**config.mk**
```make
export PLATFORM = sky130hd
export DESIGN_NAME = hazard_sched
export DESIGN_NICKNAME = d
export VERILOG_FILES = /design/src/rtl/hazard_sched.sv
export SDC_FILE = /design/constraint.sdc
export NUM_CORES = 1
export LEC_CHECK = 0
export CORE_MARGIN = 4
export CORE_UTILIZATION = 41
export CTS_CLUSTER_DIAMETER = 150
export CTS_CLUSTER_SIZE = 40
export DETAILED_ROUTE_END_ITERATION = 10
export PLACE_DENSITY = 0.69
export SLEW_MARGIN = 20
export SYNTH_ARGS = -nofsm -noshare
export SYNTH_HDL_FRONTEND = slang
export SYNTH_SLANG_ARGS = --single-unit
```
**constraint.sdc**
```tcl
create_clock -name clk -period 3.1 [get_ports clk]
set_input_delay 0.62 -clock clk [delete_from_list [all_inputs] [get_ports clk]]
set_output_delay 0.62 -clock clk [all_outputs]
set_load 0.03 [all_outputs]
```
**src/rtl/hazard_sched.sv**
```systemverilog
// Hazard/issue scheduler beside decode: load-use stalls, EX forwarding selects, redirect flush, halt drain.
// Latency: stall/bubble/flush are combinational; fwd_a/fwd_b, halted and evt_cnt are registered.
// Backpressure: stall_ifid holds PC and IF/ID; while stalled, flushed, draining or halted nothing is issued.
module hazard_sched #(
  parameter int REDIR_CYC = 1,
  parameter int CNT_W     = 16
) (
  input  logic             clk,
  input  logic             rst,
  input  logic             id_valid,
  input  logic [4:0]       id_rs,
  input  logic [4:0]       id_rt,
  input  logic             id_use_rs,
  input  logic             id_use_rt,
  input  logic             id_wr_en,
  input  logic [4:0]       id_wr_reg,
  input  logic             id_is_load,
  input  logic             id_halt,
  input  logic             ex_redirect,
  output logic             stall_ifid,
  output logic             bubble_ex,
  output logic             flush_ifid,
  output logic [1:0]       fwd_a,
  output logic [1:0]       fwd_b,
  output logic             halted,
  output logic [CNT_W-1:0] evt_cnt
);

  typedef enum logic [1:0] {RUN = 2'd0, DRAIN = 2'd1, HALTED = 2'd2} state_t;

  // Counter holds the flush cycles still owed after the redirect cycle itself.
  localparam int RW = (REDIR_CYC > 1) ? $clog2(REDIR_CYC) : 1;
  localparam logic [RW-1:0] REDIR_RELOAD = RW'(REDIR_CYC - 1);

  state_t           state_q, state_d;
  logic [RW-1:0]    redir_q, redir_d;
  logic             ex_v_q, ex_wr_q, ex_ld_q, mem_v_q, mem_wr_q, mem_ld_q, wb_v_q, wb_wr_q, wb_ld_q;
  logic             ex_v_d, ex_wr_d, ex_ld_d, mem_v_d, mem_wr_d, mem_ld_d, wb_v_d, wb_wr_d, wb_ld_d;
  logic [4:0]       ex_rd_q, mem_rd_q, wb_rd_q, ex_rd_d, mem_rd_d, wb_rd_d;
  logic [1:0]       fwd_a_q, fwd_b_q, fwd_a_d, fwd_b_d;
  logic             halted_q, halted_d;
  logic [CNT_W-1:0] evt_q, evt_d;

  logic ex_hit_a, ex_hit_b, mem_hit_a, mem_hit_b;
  logic ld_use, flush, issue;

  // Source/destination matches against in-flight writers; r0 never matches.
  always_comb begin
    ex_hit_a  = ex_v_q & ex_wr_q & (ex_rd_q != 5'd0) & id_use_rs & (id_rs == ex_rd_q);
    ex_hit_b  = ex_v_q & ex_wr_q & (ex_rd_q != 5'd0) & id_use_rt & (id_rt == ex_rd_q);
    mem_hit_a = mem_v_q & mem_wr_q & (mem_rd_q != 5'd0) & id_use_rs & (id_rs == mem_rd_q);
    mem_hit_b = mem_v_q & mem_wr_q & (mem_rd_q != 5'd0) & id_use_rt & (id_rt == mem_rd_q);
    ld_use    = id_valid & ex_ld_q & (ex_hit_a | ex_hit_b);
    flush     = (state_q != HALTED) & (ex_redirect | (redir_q != '0));
  end

  // FSM next state, stall/flush/bubble outputs, slot shifting and forwarding selects.
  always_comb begin
    state_d    = state_q;
    redir_d    = redir_q;
    stall_ifid = 1'b0;
    bubble_ex  = 1'b0;
    flush_ifid = 1'b0;
    issue      = 1'b0;
    fwd_a_d    = 2'b00;
    fwd_b_d    = 2'b00;
    evt_d      = evt_q;
    ex_v_d  = ex_v_q;  ex_wr_d  = ex_wr_q;  ex_ld_d  = ex_ld_q;  ex_rd_d  = ex_rd_q;
    mem_v_d = mem_v_q; mem_wr_d = mem_wr_q; mem_ld_d = mem_ld_q; mem_rd_d = mem_rd_q;
    wb_v_d  = wb_v_q;  wb_wr_d  = wb_wr_q;  wb_ld_d  = wb_ld_q;  wb_rd_d  = wb_rd_q;

    case (state_q)
      RUN: begin
        // A redirect squashes the stalled instruction anyway, so it wins over the stall.
        flush_ifid = flush;
        stall_ifid = ld_use & ~flush;
        bubble_ex  = flush | ld_use;
        issue      = id_valid & ~stall_ifid & ~flush;
        if (issue && id_halt) state_d = DRAIN;
      end
      DRAIN: begin
        flush_ifid = flush;
        stall_ifid = ~flush;
        bubble_ex  = flush;
        // The halt is the youngest in flight: once EX and MEM are empty, the last
        // occupant retires from WB at this edge and the pipe is empty.
        if (ex_redirect) state_d = RUN;
        else if (!ex_v_q && !mem_v_q) state_d = HALTED;
      end
      HALTED: begin
        stall_ifid = 1'b1;
        bubble_ex  = 1'b1;
      end
      default: state_d = RUN;
    endcase

    if (state_q != HALTED) begin
      if (ex_redirect) redir_d = REDIR_RELOAD;
      else if (redir_q != '0) redir_d = redir_q - RW'(1);

      ex_v_d  = issue;   ex_wr_d  = id_wr_en; ex_ld_d  = id_is_load; ex_rd_d  = id_wr_reg;
      mem_v_d = ex_v_q;  mem_wr_d = ex_wr_q;  mem_ld_d = ex_ld_q;    mem_rd_d = ex_rd_q;
      wb_v_d  = mem_v_q; wb_wr_d  = mem_wr_q; wb_ld_d  = mem_ld_q;   wb_rd_d  = mem_rd_q;
    end

    // Youngest producer wins; WB needs no bypass because the regfile writes first half-cycle.
    if (issue) begin
      fwd_a_d = ex_hit_a ? 2'b01 : (mem_hit_a ? 2'b10 : 2'b00);
      fwd_b_d = ex_hit_b ? 2'b01 : (mem_hit_b ? 2'b10 : 2'b00);
    end

    halted_d = (state_d == HALTED);

    if ((state_q == RUN) && (stall_ifid || flush_ifid) && (evt_q != '1))
      evt_d = evt_q + CNT_W'(1);
  end

  // State, tracking slots and registered outputs; reset discards everything in flight.
  always_ff @(posedge clk) begin
    if (rst) begin
      state_q  <= RUN;
      redir_q  <= '0;
      ex_v_q   <= 1'b0; ex_wr_q  <= 1'b0; ex_ld_q  <= 1'b0; ex_rd_q  <= 5'd0;
      mem_v_q  <= 1'b0; mem_wr_q <= 1'b0; mem_ld_q <= 1'b0; mem_rd_q <= 5'd0;
      wb_v_q   <= 1'b0; wb_wr_q  <= 1'b0; wb_ld_q  <= 1'b0; wb_rd_q  <= 5'd0;
      fwd_a_q  <= 2'b00;
      fwd_b_q  <= 2'b00;
      halted_q <= 1'b0;
      evt_q    <= '0;
    end else begin
      state_q  <= state_d;
      redir_q  <= redir_d;
      ex_v_q   <= ex_v_d;  ex_wr_q  <= ex_wr_d;  ex_ld_q  <= ex_ld_d;  ex_rd_q  <= ex_rd_d;
      mem_v_q  <= mem_v_d; mem_wr_q <= mem_wr_d; mem_ld_q <= mem_ld_d; mem_rd_q <= mem_rd_d;
      wb_v_q   <= wb_v_d;  wb_wr_q  <= wb_wr_d;  wb_ld_q  <= wb_ld_d;  wb_rd_q  <= wb_rd_d;
      fwd_a_q  <= fwd_a_d;
      fwd_b_q  <= fwd_b_d;
      halted_q <= halted_d;
      evt_q    <= evt_d;
    end
  end

  assign fwd_a   = fwd_a_q;
  assign fwd_b   = fwd_b_q;
  assign halted  = halted_q;
  assign evt_cnt = evt_q;

endmodule

```
==> flow_summary.yaml, run 1 <==
critical_path:
  r2r_setup_slack_ns: 0.65
  crit_arrival_ns: 2.37
  timing.rr.start: "ex_rd_q[3]"
  r2r-end: "fwd_b[1]"
  endpoint: "stall_ifid"
  reg2regPathDepth: 7
  cp-start-kind: "primary input"
  end_kind: "output port"
  criticalPathCategory: "primary input to output port"
  required_ns: 2.48
  crit_path_start: "id_rs[3]"
  path_max_fanout: 7
clock_tree:
  clockBufferDepth: 2
  htreeDepth: 2
  clock-root-buffer: "clkbuf_8"
  cts_buffers: 5
  clkTransAtPathRegs_ns: 0.08
  clk_latency_ns: 0.29
  cts_sinks: 38
  cts_tree: "yes"
final_layout:
  regArea_um2: 761
  drive_above_1_share_pct: 9.44
  insertedDiodeCount: 0
  stdcell_area_um2: 2580
  fill_cells: 418
  multi_input_area_um2: 1100
  fin_nets: 310
  synthToLayoutAreaGrowth_pct: 36.0
global_route:
  grt_overflow_total: 0
  grt_first_pass_wirelength_um: 8010
  grt.total_usage_pct: 16.2
  antenna_found_initial: 0
  grt_max_degree: 38
  grt_pass1_vias: 1674
die:
  die_h_um: 76.0
  core_um2: 4410
  dieArea_um2: 5770
  die_width_um: 76.0
  fp-row-count: 24
  start_util_pct: 42.9
  io_pins: 48
detailed_routing:
  routed-wl-met2_um: 2200
  highest_layer: "met4"
  vias: 1846
  totalWireLength_um: 4920
  dr.pass1.iters: 4
  wl_met1_um: 2380
  wl_per_cell_um: 14.5
  route.met3.wl_um: 281
  drc: 0
  drt_iter0_markers: 85
  ant_nets: 0
  vias_per_cell: 5.46
sta:
  setup_violations: 0
  worst_pin_slew_ns: 1.00
  setup_ws_ns: 0.114
  period_share_pct: 96.3
  fin_crit_ns: 2.99
  grt_setup_unrepaired: "no"
  drv_slew: 0
  skew_ns: 0.00908
  hold_viol: 0
  max_freq_mhz: 335
  timing.hold.ws_ns: 0.466
  slew_headroom_pct: 33.1
  setup_tns_ns: 0
power_and_ir_drop:
  combPwrFrac_pct: 12.0
  switching_share_pct: 24.7
  power_leakage_nw: 0.983
  switchingPower_mw: 0.265
  power_density_nw_per_um2: 416
  power.total_mw: 1.07
  seq_power_share_pct: 48.7
  cellInternalPower_mw: 0.807
  ir_drop_v: 0.000271
  clock_power_share_pct: 39.2
place:
  gp_congestion: 0.844
  place_area_um2: 2430
  portBuffers: 47
  dp_hpwl_um: 3420
  dp_worst_setup_slack_ns: 0.0602
yosys:
  synth_edf_count: 0
  syn_inst: 234
  yosys_warnings: 0
  netlist_area_um2: 1890
  synth_nets: 259
  ys_ff_latch: 38
  yosysUniqueCellTypes: 38
  async_flop_share_pct: 0
  syn_area_per_cell_um2: 8.10
  yosysSeqAreaShare_pct: 40.2
  synth-main-ff-cell: "dfxtp_1"
worst_hold_path:
  hp-class: "flop to flop"
run_status:
  outcome: "complete, no violations"
run:
  maxCapViolCount: 0
==> routing by layer <==
layer	track usage (%)	vias to the layer above
met1	23.2	853
met5	0	-
met4	3.91	0
li1	-	922
met3	4.73	4
met2	23.9	67
==> power groups by stage <==
| stage | Combinational, mW | Sequential [mW] | Clock, mW |
|---|---|---|---|
| floorplan | 0.0654 | 0.533 | 0 |
| global placement | 0.125 | 0.533 | 0 |
| detailed placement | 0.127 | 0.533 | 0 |
| CTS | 0.128 | 0.522 | 0.432 |
| global route | 0.141 | 0.524 | 0.451 |
| finish | 0.129 | 0.522 | 0.420 |
==> how the worst min path moves through the flow <==
stage | from | end | slack [ns] | cells past startpoint
floorplan | mem_wr_q | mem_wr_q | 0.43 | 2
global placement | mem_wr_q | mem_wr_q | 0.45 | 2
detailed placement | ex_ld_q | ex_ld_q | 0.45 | 2
CTS | mem_wr_q | mem_wr_q | 0.47 | 2
global route | mem_v_q | mem_v_q | 0.50 | 2
finish | mem_wr_q | mem_wr_q | 0.47 | 2
==> registers in the layout, summed over array words and instances, names as in the netlist <==
name,cells
ex_wr_q,1
mem_v_q,1
ex_v_q,1
ex_ld_q,1
ex_rd_q,5
evt_cnt,16
halted,1
state_q,2
fwd_a,2
mem_wr_q,1
mem_rd_q,5
fwd_b,2
==> critical path, stage by stage <==
cell             delay (ns)
clkdlybuf4s50_1        0.45
xor2_1                 0.16
nor4_1                 0.18
and3_2                 0.27
o21ai_4                0.10
nor2b_1                0.15
o31ai_1                0.24
buf_4                  0.20
==> placed cells by master (no fill, tap or decap), types with 7 or more instances in the layout <==
cell type	count
nor2_1	18
nand2_1	44
nand3_1	8
xor2_1	16
xnor2_1	9
nand4_1	7
clkdlybuf4s50_1	39
nor4_1	7
dfxtp_1	38
a21oi_1	27
buf_4	8
==> what timing repair did <==
action / 4_1_cts / 5_1_grt
hold buffers: 0 / 0
setup endpoints to repair: 0 / 2
setup buffers: 0 / 1
resized for setup: 0 / 10
==> synthesized netlist by cell type (3+ instances only) <==
cell type / count / area (um^2)
a21oi_1: 27 / 135
clkbuf_1: 8 / 30.0
nand3_1: 8 / 40.0
nand2_1: 44 / 165
nand4_1: 7 / 43.8
nor2b_1: 6 / 37.5
and3_1: 3 / 18.8
dfxtp_1: 38 / 761
or3_1: 4 / 25.0
nor2_1: 18 / 67.6
nor3_1: 3 / 15.0
nor4_1: 8 / 50.1
xnor2_1: 9 / 78.8
nand3b_1: 3 / 22.5
o21ai_0: 4 / 20.0
xor2_1: 16 / 140
==> logic make-up after synthesis <==
kind of cell / synth area share (%)
AND/OR/NAND/NOR: 29.3
AO/OA/AOI/OAI: 14.9
flip-flops: 40.2
XOR/XNOR: 11.6
buffers and inverters: 2.25
multiplexers: 1.19
adder cells (fa/ha/maj): 0.660
==> cell type report <==
type	instances	area share (%)
multi-input cells	185	42.8
clock inverters	3	1.75
inverters	2	0.291
flip-flops and latches	38	29.5
repair buffers	53	20.4
clock buffers	5	2.67
well taps	52	2.53
==> stage by stage <==
stage / std cells / utilization (%)
after floorplan: 234 / -
after global placement: 329 / 55.0
after detailed placement: 329 / 55.0
after CTS: 337 / 57.6
after global routing: 338 / 58.4
final: 338 / 58.4
Power figures use the tool's default switching activity.
==> inputs of run 2 (changes only) <==
--- a/config.mk
+++ b/config.mk
@@ -11,6 +11,7 @@
 export CTS_CLUSTER_SIZE = 40
 export DETAILED_ROUTE_END_ITERATION = 10
 export PLACE_DENSITY = 0.69
+export SKIP_CTS_REPAIR_TIMING = 1
 export SLEW_MARGIN = 20
 export SYNTH_ARGS = -nofsm -noshare
 export SYNTH_HDL_FRONTEND = slang
==> results of run 2 <==
Final layout, timing and power as in run 1 (identical DEF).
==> inputs of run 3 (changes only) <==
--- a/config.mk
+++ b/config.mk
@@ -5,6 +5,7 @@
 export SDC_FILE = /design/constraint.sdc
 export NUM_CORES = 1
 export LEC_CHECK = 0
+export CAP_MARGIN = 10
 export CORE_MARGIN = 4
 export CORE_UTILIZATION = 41
 export CTS_CLUSTER_DIAMETER = 150
==> results of run 3 <==
Final layout, timing and power as in run 1 (identical DEF).
